### src/rtl/data_mem_if_if.sv
// Data-memory bus bundle between the load/store unit and data memory.
// The master issues requests; the slave returns read data and a one-cycle ack.
interface data_mem_if_if;
  logic        mem_req;
  logic        mem_we;
  logic [31:0] mem_addr;
  logic [31:0] mem_wdata;
  logic [31:0] mem_rdata;
  logic        mem_ack;

  modport master (
    output mem_req, mem_we, mem_addr, mem_wdata,
    input  mem_rdata, mem_ack
  );

  modport slave (
    input  mem_req, mem_we, mem_addr, mem_wdata,
    output mem_rdata, mem_ack
  );
endinterface

### src/rtl/data_mem_if.sv
// Load/store bus adapter: one outstanding word access, pipeline stall,
// bus-error pulse on misalignment, conflicting request or ack timeout.
module data_mem_if #(
  parameter int TIMEOUT = 16
) (
  input  logic        clk,
  input  logic        rst,
  input  logic        MemRead,
  input  logic        MemWrite,
  input  logic [31:0] Addr,
  input  logic [31:0] WriteData,
  output logic [31:0] ReadData,
  output logic        Stall,
  output logic        BusErr,
  data_mem_if_if.master bus
);

  typedef enum logic [1:0] {
    IDLE = 2'd0,
    REQ  = 2'd1,
    DONE = 2'd2
  } state_t;

  state_t      state_q, state_d;
  logic [7:0]  cnt_q;
  logic        we_q;
  logic        err_q;
  logic [31:0] addr_q;
  logic [31:0] wdata_q;
  logic        any_req;
  logic        bad_req;
  logic        tmo;
  logic        in_req;

  assign any_req = MemRead | MemWrite;
  assign bad_req = (MemRead & MemWrite) | (Addr[1:0] != 2'b00);
  assign tmo     = (cnt_q == 8'(TIMEOUT - 1));
  assign in_req  = (state_q == REQ);

  always_comb begin
    state_d = state_q;
    Stall   = 1'b0;
    unique case (state_q)
      IDLE: begin
        if (any_req) begin
          Stall   = 1'b1;
          state_d = bad_req ? DONE : REQ;
        end
      end
      REQ: begin
        Stall = 1'b1;
        if (bus.mem_ack || tmo) state_d = DONE;
      end
      DONE:    state_d = IDLE;
      default: state_d = IDLE;
    endcase
    if (rst) Stall = 1'b0;
  end

  // Ack is checked before the timeout so a same-cycle ack completes cleanly.
  always_ff @(posedge clk) begin
    if (rst) begin
      state_q  <= IDLE;
      cnt_q    <= '0;
      we_q     <= 1'b0;
      err_q    <= 1'b0;
      addr_q   <= '0;
      wdata_q  <= '0;
      ReadData <= '0;
    end else begin
      state_q <= state_d;
      unique case (state_q)
        IDLE: begin
          if (any_req) begin
            err_q <= bad_req;
            if (bad_req) begin
              ReadData <= '0;
            end else begin
              we_q    <= MemWrite;
              addr_q  <= {Addr[31:2], 2'b00};
              wdata_q <= WriteData;
            end
          end
        end
        REQ: begin
          if (bus.mem_ack) begin
            cnt_q <= '0;
            err_q <= 1'b0;
            if (!we_q) ReadData <= bus.mem_rdata;
          end else if (tmo) begin
            cnt_q    <= '0;
            err_q    <= 1'b1;
            ReadData <= '0;
          end else begin
            cnt_q <= cnt_q + 8'd1;
          end
        end
        default: ;
      endcase
    end
  end

  assign bus.mem_req   = in_req;
  assign bus.mem_we    = in_req & we_q;
  assign bus.mem_addr  = in_req ? addr_q : '0;
  assign bus.mem_wdata = in_req ? wdata_q : '0;
  assign BusErr        = (state_q == DONE) & err_q;

endmodule

### src/flat_wrapper.sv
// flat-port wrapper written by rule: the top's interface ports become plain ports
module data_mem_if_flat 
#(
  parameter int TIMEOUT = 16
)
  (clk, rst, MemRead, MemWrite, Addr, WriteData, ReadData, Stall, BusErr, bus_mem_req, bus_mem_we, bus_mem_addr, bus_mem_wdata, bus_mem_rdata, bus_mem_ack);
  data_mem_if_if bus_i ();
  input  logic clk;
  input  logic rst;
  input  logic MemRead;
  input  logic MemWrite;
  input  logic [31:0] Addr;
  input  logic [31:0] WriteData;
  output logic [31:0] ReadData;
  output logic Stall;
  output logic BusErr;
  output wire logic [$bits(bus_i.mem_req)-1:0] bus_mem_req;
  output wire logic [$bits(bus_i.mem_we)-1:0] bus_mem_we;
  output wire logic [$bits(bus_i.mem_addr)-1:0] bus_mem_addr;
  output wire logic [$bits(bus_i.mem_wdata)-1:0] bus_mem_wdata;
  input wire logic [$bits(bus_i.mem_rdata)-1:0] bus_mem_rdata;
  input wire logic [$bits(bus_i.mem_ack)-1:0] bus_mem_ack;
  assign bus_mem_req = bus_i.mem_req;
  assign bus_mem_we = bus_i.mem_we;
  assign bus_mem_addr = bus_i.mem_addr;
  assign bus_mem_wdata = bus_i.mem_wdata;
  assign bus_i.mem_rdata = bus_mem_rdata;
  assign bus_i.mem_ack = bus_mem_ack;
  data_mem_if #(.TIMEOUT(TIMEOUT)) u_core (.clk(clk), .rst(rst), .MemRead(MemRead), .MemWrite(MemWrite), .Addr(Addr), .WriteData(WriteData), .ReadData(ReadData), .Stall(Stall), .BusErr(BusErr), .bus(bus_i));
endmodule
### config.mk
export PLATFORM = sky130hd
export DESIGN_NAME = data_mem_if_flat
export DESIGN_NICKNAME = d
export VERILOG_FILES = /design/src/rtl/data_mem_if_if.sv /design/src/rtl/data_mem_if.sv /design/src/flat_wrapper.sv
export SDC_FILE = /design/constraint.sdc
export NUM_CORES = 1
export LEC_CHECK = 0
export CAP_MARGIN = 20
export CELL_PAD_IN_SITES_DETAIL_PLACEMENT = 2
export CELL_PAD_IN_SITES_GLOBAL_PLACEMENT = 2
export CORE_MARGIN = 2
export CORE_UTILIZATION = 24
export DETAILED_ROUTE_END_ITERATION = 8
export HOLD_SLACK_MARGIN = 0.03
export PLACE_DENSITY = 0.95
export SYNTH_ARGS = -nofsm -noshare
export SYNTH_HDL_FRONTEND = slang
export SYNTH_SLANG_ARGS = --single-unit
export TNS_END_PERCENT = 20
### constraint.sdc
create_clock -name clk -period 3.1 [get_ports clk]
set_input_delay 0.465 -clock clk [delete_from_list [all_inputs] [get_ports clk]]
set_output_delay 0.465 -clock clk [all_outputs]
set_load 0.05 [all_outputs]
==> reports/results.txt, run 1 <==
status: finished, final reports clean
clock sinks: 106
RePlAce Congestion: 0.727
worst min-delay path class: flip-flop to flip-flop
fillers: 1923
critical path required time: 2.63 ns
worst path bufs/invs: 2
Vias: 4160
H-tree depth: 3
largest delay contributor family on the critical path: buffers and inverters
critical path type: flip-flop to output port
number of global-route vias before repair: 4571
final net count: 774
Post-Route WL: 15800 um
Crit-path slowest cell: clkdlybuf4s50_1
post-route setup slack: 0.165 ns
simple-gate portion of the synthesized area: 0.254
Post-CTS Hold Buffers: 0
post-synthesis sequential area ratio: 0.494
Net Switching: 0.000753 W
Starting Density: 0.247
Place WS: 0.432 ns
Most used DFF post-synth: dfxtp_1
mean routed wirelength per cell: 17.5 um
die area: 19000 sq um
cell area power density: 441 nW/um^2
clock buffer depth: 2
setup_tns: 0 ns
Synth Area per Inst: 8.72 sq um
number of CTS-inserted buffers: 9
via-per-instance ratio: 4.61
Crit. End Element: output port
leak pwr: 2.43 nW
crit-path max FO: 29
internal power: 0.00215 W
min Tclk post-route: 2.94 ns
largest cells by area after synthesis: dfxtp_1, nand2_1, and2_1
post-synthesis compound-gate area fraction: 0.168
Die X: 138 um
IO Pins: 201
Reg clk slew, reported paths: 0.07 ns
area delta synth->final: 53.1%
Final period util: 0.947
row count: 48
global-route wire length before repair: 24200 um
antenna viol nets, final: 0
critical path arrival: 2.47 ns
DRC errors left: 0
layout cell share with drive strength beyond 1: 0.108
Synth area leader: dfxtp_1
# diodes: 0
crit path cell chain: nand2b_1, inv_2, and2_1, clkdlybuf4s50_1
Cells after Synth: 493
Worst Skew: 0.00834 ns
gr usage total: 0.167
Yosys cell types: 37
die height: 138 um
I/O Buffers: 198
clock root buffer: clkbuf_16
worst-skew pair later-pin latency: 0.35 ns
flops & latches, synth: 106
XOR/XNOR Fraction of Synth Area: 0.0102
mux contribution to synthesized area: 0.00524
Core Area: 17400 sq um
clock share of power: 0.389
setup bufs post-CTS: 0
ys async rst share: 0
setup violators final: 0
main combinational cell family by area after synthesis: simple AND/OR/NAND/NOR gates
Syn. warnings: 0
Synth top area share: 0.494
Peak Freq: 341 MHz
Rel. slew slack: 0.418
drt pass-1 iters: 6
Mapped Area: 4300 sq um
Slew Limit Fails: 0
switching share of power: 0.260
VDD IR max: 240 uV
number of synthesized flops with an enable pin: 0
initial antenna violation count: 0
Post-Synth Adder-Cell Area: 0.00291
max cap viols: 0
Worst setup SP type: flip-flop
unrepaired setup endpoints after global routing: no
overflow left after global routing: 0
starting DRC count in detailed routing: 99
HPWL after DPL: 11100 um
pin count of the biggest net entering global routing: 75
Slew @ Worst Pin: 0.873 ns
CTS tree: done
sequential share of power: 0.490
Logic pwr share: 0.121
slowest stage delay, CP: 0.81 ns
Hold Violations, Final: 0
==> cells in the mapped netlist (2+ instances only) <==
| master | instances |
|---|---|
| o21ai_0 | 2 |
| nor3_1 | 6 |
| nand2_1 | 133 |
| nand4_1 | 2 |
| a22o_1 | 32 |
| and2_1 | 63 |
| buf_6 | 15 |
| a21oi_1 | 67 |
| a211oi_1 | 3 |
| mux2_2 | 2 |
| xor2_1 | 2 |
| dfxtp_1 | 106 |
| nor4_1 | 2 |
| clkbuf_1 | 18 |
| buf_2 | 3 |
| nand3b_1 | 3 |
| nor2_1 | 10 |
| xnor2_1 | 3 |
| buf_4 | 3 |
==> cell families after synthesis <==
logic type                 after synthesis
AOI/OAI and AO/OA                      111
and+or+nand+nor                        227
DFF                                    106
muxes                                    2
adders and majority gates                1
xor gates and xnor gates                 5
buffers and inverters                   40
other                                    1
==> worst register-to-register path: stages, from the launching register on <==
cell,delay [ns]
dfxtp_1,0.64
nand2b_1,0.22
inv_2,0.20
buf_4,0.35
a211oi_1,0.29
a211oi_1,0.07
mux2_2,0.30
==> through the flow <==
stage / power [W] / hold slack (ns) / util / cell area, sq um / instances
final: 0.00290 / 0.454 / 0.378 / 6580 / 902
after global routing: 0.00303 / 0.477 / 0.378 / 6580 / 902
after CTS: 0.00295 / 0.456 / 0.377 / 6570 / 902
after detailed placement: 0.00181 / 0.446 / 0.361 / 6290 / 886
after global placement: 0.00179 / 0.437 / 0.361 / 6290 / 886
after floorplan: 0.00163 / 0.432 / - / 4300 / 494
==> area by class of cell <==
cell class              count  area [sq um]  share of cell area
flip-flops and latches    106          2120               0.323
clock inverters             6          47.5             0.00723
well taps                 225           282              0.0428
inverters                   1          3.75            0.000571
multi-input cells         348          1910               0.291
clock buffers              10           239              0.0363
repair buffers            206          1970               0.300
==> flip-flops by register name (all words and copies together) (netlist names) <==
register         count
u_core.err_q         1
u_core.addr_q       30
u_core.state_q       2
u_core.wdata_q      32
u_core.we_q          1
u_core.cnt_q         8
u_core.ReadData     32
==> power groups by stage <==
stage               registers (W)  clock network (W)  logic, W
detailed placement        0.00145                  0  0.000357
CTS                       0.00142            0.00117  0.000358
global route              0.00143            0.00123  0.000382
floorplan                 0.00146                  0  0.000171
finish                    0.00142            0.00113  0.000351
global placement          0.00145                  0  0.000345
==> repair_timing <==
action	4_1_cts	5_1_grt
resized for setup	0	1
setup endpoints to repair	0	1
endpoints found under the hold margin	0	0
==> path summary, 6_finish.rpt <==
kind,startpoint,slack (ns),depth (start not counted),endpoint
min,u_core.addr_q[20],0.45,2,u_core.addr_q[20]
max,u_core.state_q[1],0.16,4,bus_mem_addr[25]
max reg2reg,u_core.state_q[1],0.93,6,u_core.err_q
min reg2reg,u_core.addr_q[20],0.45,2,u_core.addr_q[20]
==> routing by layer <==
layer | global-route usage | vias up | wire [um] | share of wire
met2 | 0.322 | 146 | 8220 | 0.52
met1 | 0.171 | 2012 | 6100 | 0.39
li1 | - | 1990 | - | -
met5 | 0 | - | 0 | 0
met4 | 0.0471 | 0 | 217 | 0.014
met3 | 0.0530 | 12 | 1260 | 0.080
==> cells in the final DEF, fill, tap and decap left out, types with 3 or more instances in the layout <==
cell type and n:
clkbuf_16 9, nand3b_1 3, a211oi_1 3, nor3_1 6
buf_4 43, xnor2_1 3, nor2_1 10, and2_1 63
a21oi_1 67, clkdlybuf4s50_1 159, a22o_1 32, nand2_1 133
dfxtp_1 106
(Power assumes the default switching activity.)
==> run 2, diff against run 1 <==
--- a/config.mk
+++ b/config.mk
@@ -8,8 +8,10 @@
 export CAP_MARGIN = 20
 export CELL_PAD_IN_SITES_DETAIL_PLACEMENT = 2
 export CELL_PAD_IN_SITES_GLOBAL_PLACEMENT = 2
+export CORE_ASPECT_RATIO = 0.6
 export CORE_MARGIN = 2
-export CORE_UTILIZATION = 24
+export CORE_UTILIZATION = 25
+export CTS_BUF_LIST = sky130_fd_sc_hd__clkbuf_2 sky130_fd_sc_hd__clkbuf_4 sky130_fd_sc_hd__clkbuf_8
 export DETAILED_ROUTE_END_ITERATION = 8
 export HOLD_SLACK_MARGIN = 0.03
 export PLACE_DENSITY = 0.95
==> run 2 against run 1 <==
  * Register-to-register slack got worse by 0.08 ns
  * Setup slack improved by 0.051 ns
  * Final area fell by 2.6%
  * Cell count up 0.78%
  * Global-route usage up 0.74 points
  * Sequential power hardly changed
  * Highest routed layer unchanged
  * Non-clock buffer count is 2 lower
  * Count of clock-buffer cells in the layout did not move
  * Via count is essentially flat
  * Hold slack better by 0.0058 ns
==> reports/results.txt, run 2 (synthesized netlist as in run 1, its figures left out) <==
biggest regs: u_core.ReadData (32), u_core.wdata_q (32), u_core.addr_q (30)
worst-skew pair later-pin latency: 0.38 ns (+0.03 ns)
drt pass-1 iters: 4 (-2)
DRC errors left: 0 (unchanged)
Place WS: 0.343 ns (-0.0891 ns)
worst path bufs/invs: 2 (unchanged)
critical path arrival: 2.42 ns (-0.05 ns)
status: finished, final reports clean
critical path type: flip-flop to output port
layout cell share with drive strength beyond 1: 0.147 (+0.0388)
die area: 18300 sq um (-3.7%)
slowest stage delay, CP: 0.61 ns (-0.20 ns)
worst r2r dst: u_core.err_q
gr usage total: 0.174 (+0.00738)
Crit. End Element: output port
commonest cells after routing, fill and taps aside: nand2_1, clkdlybuf4s50_1, dfxtp_1
global-route wire length before repair: 25400 um (+4.9%)
VDD IR max: 181 uV (-25%)
setup bufs post-CTS: 0 (unchanged)
Final period util: 0.931 (-0.0163)
Worst Skew: 0.0165 ns (+0.00817 ns)
Slew Limit Fails: 0 (unchanged)
# diodes: 0 (unchanged)
crit path cell chain: nand2b_1, inv_4, and2_1, buf_4
Die X: 173 um (+26%)
starting DRC count in detailed routing: 172 (+74%)
row count: 37 (-23%)
cell area power density: 418 nW/um^2 (-5.2%)
overflow left after global routing: 0 (unchanged)
max cap viols: 0 (unchanged)
Vias: 4157 (-0.072%)
post-route setup slack: 0.215 ns (+0.0505 ns)
min Tclk post-route: 2.88 ns (-0.0505 ns)
Placed Area: 6200 sq um (-1.4%)
Crit-path slowest cell: dfxtp_1
pin count of the biggest net entering global routing: 72 (-4.0%)
Post-Layout Cell Count: 909 (+0.78%)
hold endpoint: u_core.wdata_q[23]
setup violators final: 0 (unchanged)
RePlAce Congestion: 0.775 (+6.6%)
final net count: 772 (-0.26%)
Peak Freq: 347 MHz (+1.8%)
clock sinks: 106 (unchanged)
Hold Path Cell Cnt: 2 (unchanged)
worst min-delay path class: flip-flop to flip-flop
placed insts: 893 (+0.79%)
clock root buffer: clkbuf_8
leak pwr: 2.41 nW (-0.62%)
CTS tree: done
via-per-instance ratio: 4.57 (-0.84%)
critical path required time: 2.63 ns (about the same)
IO Pins: 201 (unchanged)
number of CTS-inserted buffers: 9 (unchanged)
hold slack: 0.460 ns (+0.00583 ns)
crit-path max FO: 71 (+140%)
reg-to-reg slack, setup: 0.85 ns (-0.08 ns)
Slew @ Worst Pin: 0.735 ns (-0.139 ns)
antenna viol nets, final: 0 (unchanged)
Starting Density: 0.253 (+0.00620)
Rel. slew slack: 0.510 (+0.0925)
unrepaired setup endpoints after global routing: no
R2R Path Start: u_core.state_q[1]
Worst setup SP type: flip-flop
area delta synth->final: 49.1%
largest delay contributor family on the critical path: buffers and inverters
commonest non-fill, non-tap cell in the layout: nand2_1
HPWL after DPL: 11700 um (+6.1%)
die height: 106 um (-23%)
setup_tns: 0 ns (unchanged)
reg2reg path depth: 5 (-1)
mean routed wirelength per cell: 17.6 um (+0.18%)
Core Area: 17000 sq um (-2.4%)
H-tree depth: 3 (unchanged)
final instance area: 6410 sq um (-2.6%)
Post-Route WL: 16000 um (+0.96%)
hold path start: u_core.wdata_q[23]
clock buffer depth: 2 (unchanged)
initial antenna violation count: 0 (unchanged)
I/O Buffers: 198 (unchanged)
Post-CTS Hold Buffers: 0 (unchanged)
Reg clk slew, reported paths: 0.11 ns (+0.04 ns)
number of global-route vias before repair: 4621 (+1.1%)
Hold Violations, Final: 0 (unchanged)
==> run 2: cell types whose count changed in the layout (fill, tap and decap cells not counted), sizes merged <==
cell           previous run  this run
inv                       3         4
buf                      46        72
clkinv                    3         1
bufinv                    0         1
dlymetal6s2s              1         0
clkdlybuf4s50           159       132
==> run 2: repair_timing <==
item                                    in CTS  in global routing
endpoints found under the hold margin        0                  0
endpoints found under the setup margin      63                  0
resized for setup                            1                  0
==> run 2: how the worst max path moves through the flow <==
stage	start	to	slack, ns	cells past startpoint
after floorplan	rst	Stall	0.69	3
after global placement	u_core.state_q[0]	bus_mem_wdata[22]	0.52	4
after detailed placement	u_core.state_q[0]	bus_mem_wdata[21]	0.34	4
after CTS	u_core.state_q[0]	bus_mem_wdata[21]	0.19	4
after global routing	u_core.state_q[0]	bus_mem_wdata[21]	0.03	4
final	u_core.state_q[0]	bus_mem_wdata[21]	0.22	4
==> run 2: layer usage <==
| metal | vias to the layer above | track usage | part of all wire |
|---|---|---|---|
| met5 | - | 0 | 0 |
| met4 | 0 | 0.0369 | 0.0093 |
| met3 | 13 | 0.0501 | 0.054 |
| met2 | 119 | 0.298 | 0.48 |
| met1 | 2035 | 0.219 | 0.45 |
| li1 | 1990 | - | - |
==> run 2: final cells by class <==
class	count	area [sq um]
Fill cell	1917	10600
Sequential cell	106	2120
Multi-Input combinational cell	348	1910
Timing Repair Buffer	204	1870
Tap cell	234	293
Clock buffer	10	131
Clock inverter	6	71.3
Inverter	1	6.26
==> run 2: metrics by stage <==
step	util	power [W]
floorplan	-	0.00163
global placement	0.365	0.00178
CTS	0.377	0.00272
global route	0.377	0.00281
finish	0.377	0.00268
detailed placement	0.365	0.00180
==> run 2: tightest hold or removal path, delay by kind of cell (launching register included) <==
| kind | cells | cell delay [ns] |
|---|---|---|
| compound gates | 1 | 0.05 |
| flops | 1 | 0.32 |
| simple gates | 1 | 0.05 |
==> run 2: power breakdown <==
part | total [W] | switching [W] | internal (W) | leakage, nW
registers | 0.00142 | 0.0000257 | 0.00140 | 0.858
clock network | 0.000906 | 0.000512 | 0.000394 | 0.103
logic | 0.000346 | 0.000179 | 0.000168 | 1.45
total | 0.00268 | 0.000717 | 0.00196 | 2.41
==> run 3, diff against run 2 <==
--- a/config.mk
+++ b/config.mk
@@ -12,6 +12,7 @@
 export CORE_MARGIN = 2
 export CORE_UTILIZATION = 25
 export CTS_BUF_LIST = sky130_fd_sc_hd__clkbuf_2 sky130_fd_sc_hd__clkbuf_4 sky130_fd_sc_hd__clkbuf_8
+export CTS_CLUSTER_SIZE = 24
 export DETAILED_ROUTE_END_ITERATION = 8
 export HOLD_SLACK_MARGIN = 0.03
 export PLACE_DENSITY = 0.95
==> results of run 3 <==
The final DEF is identical to that of run 2; final timing and power are the same.
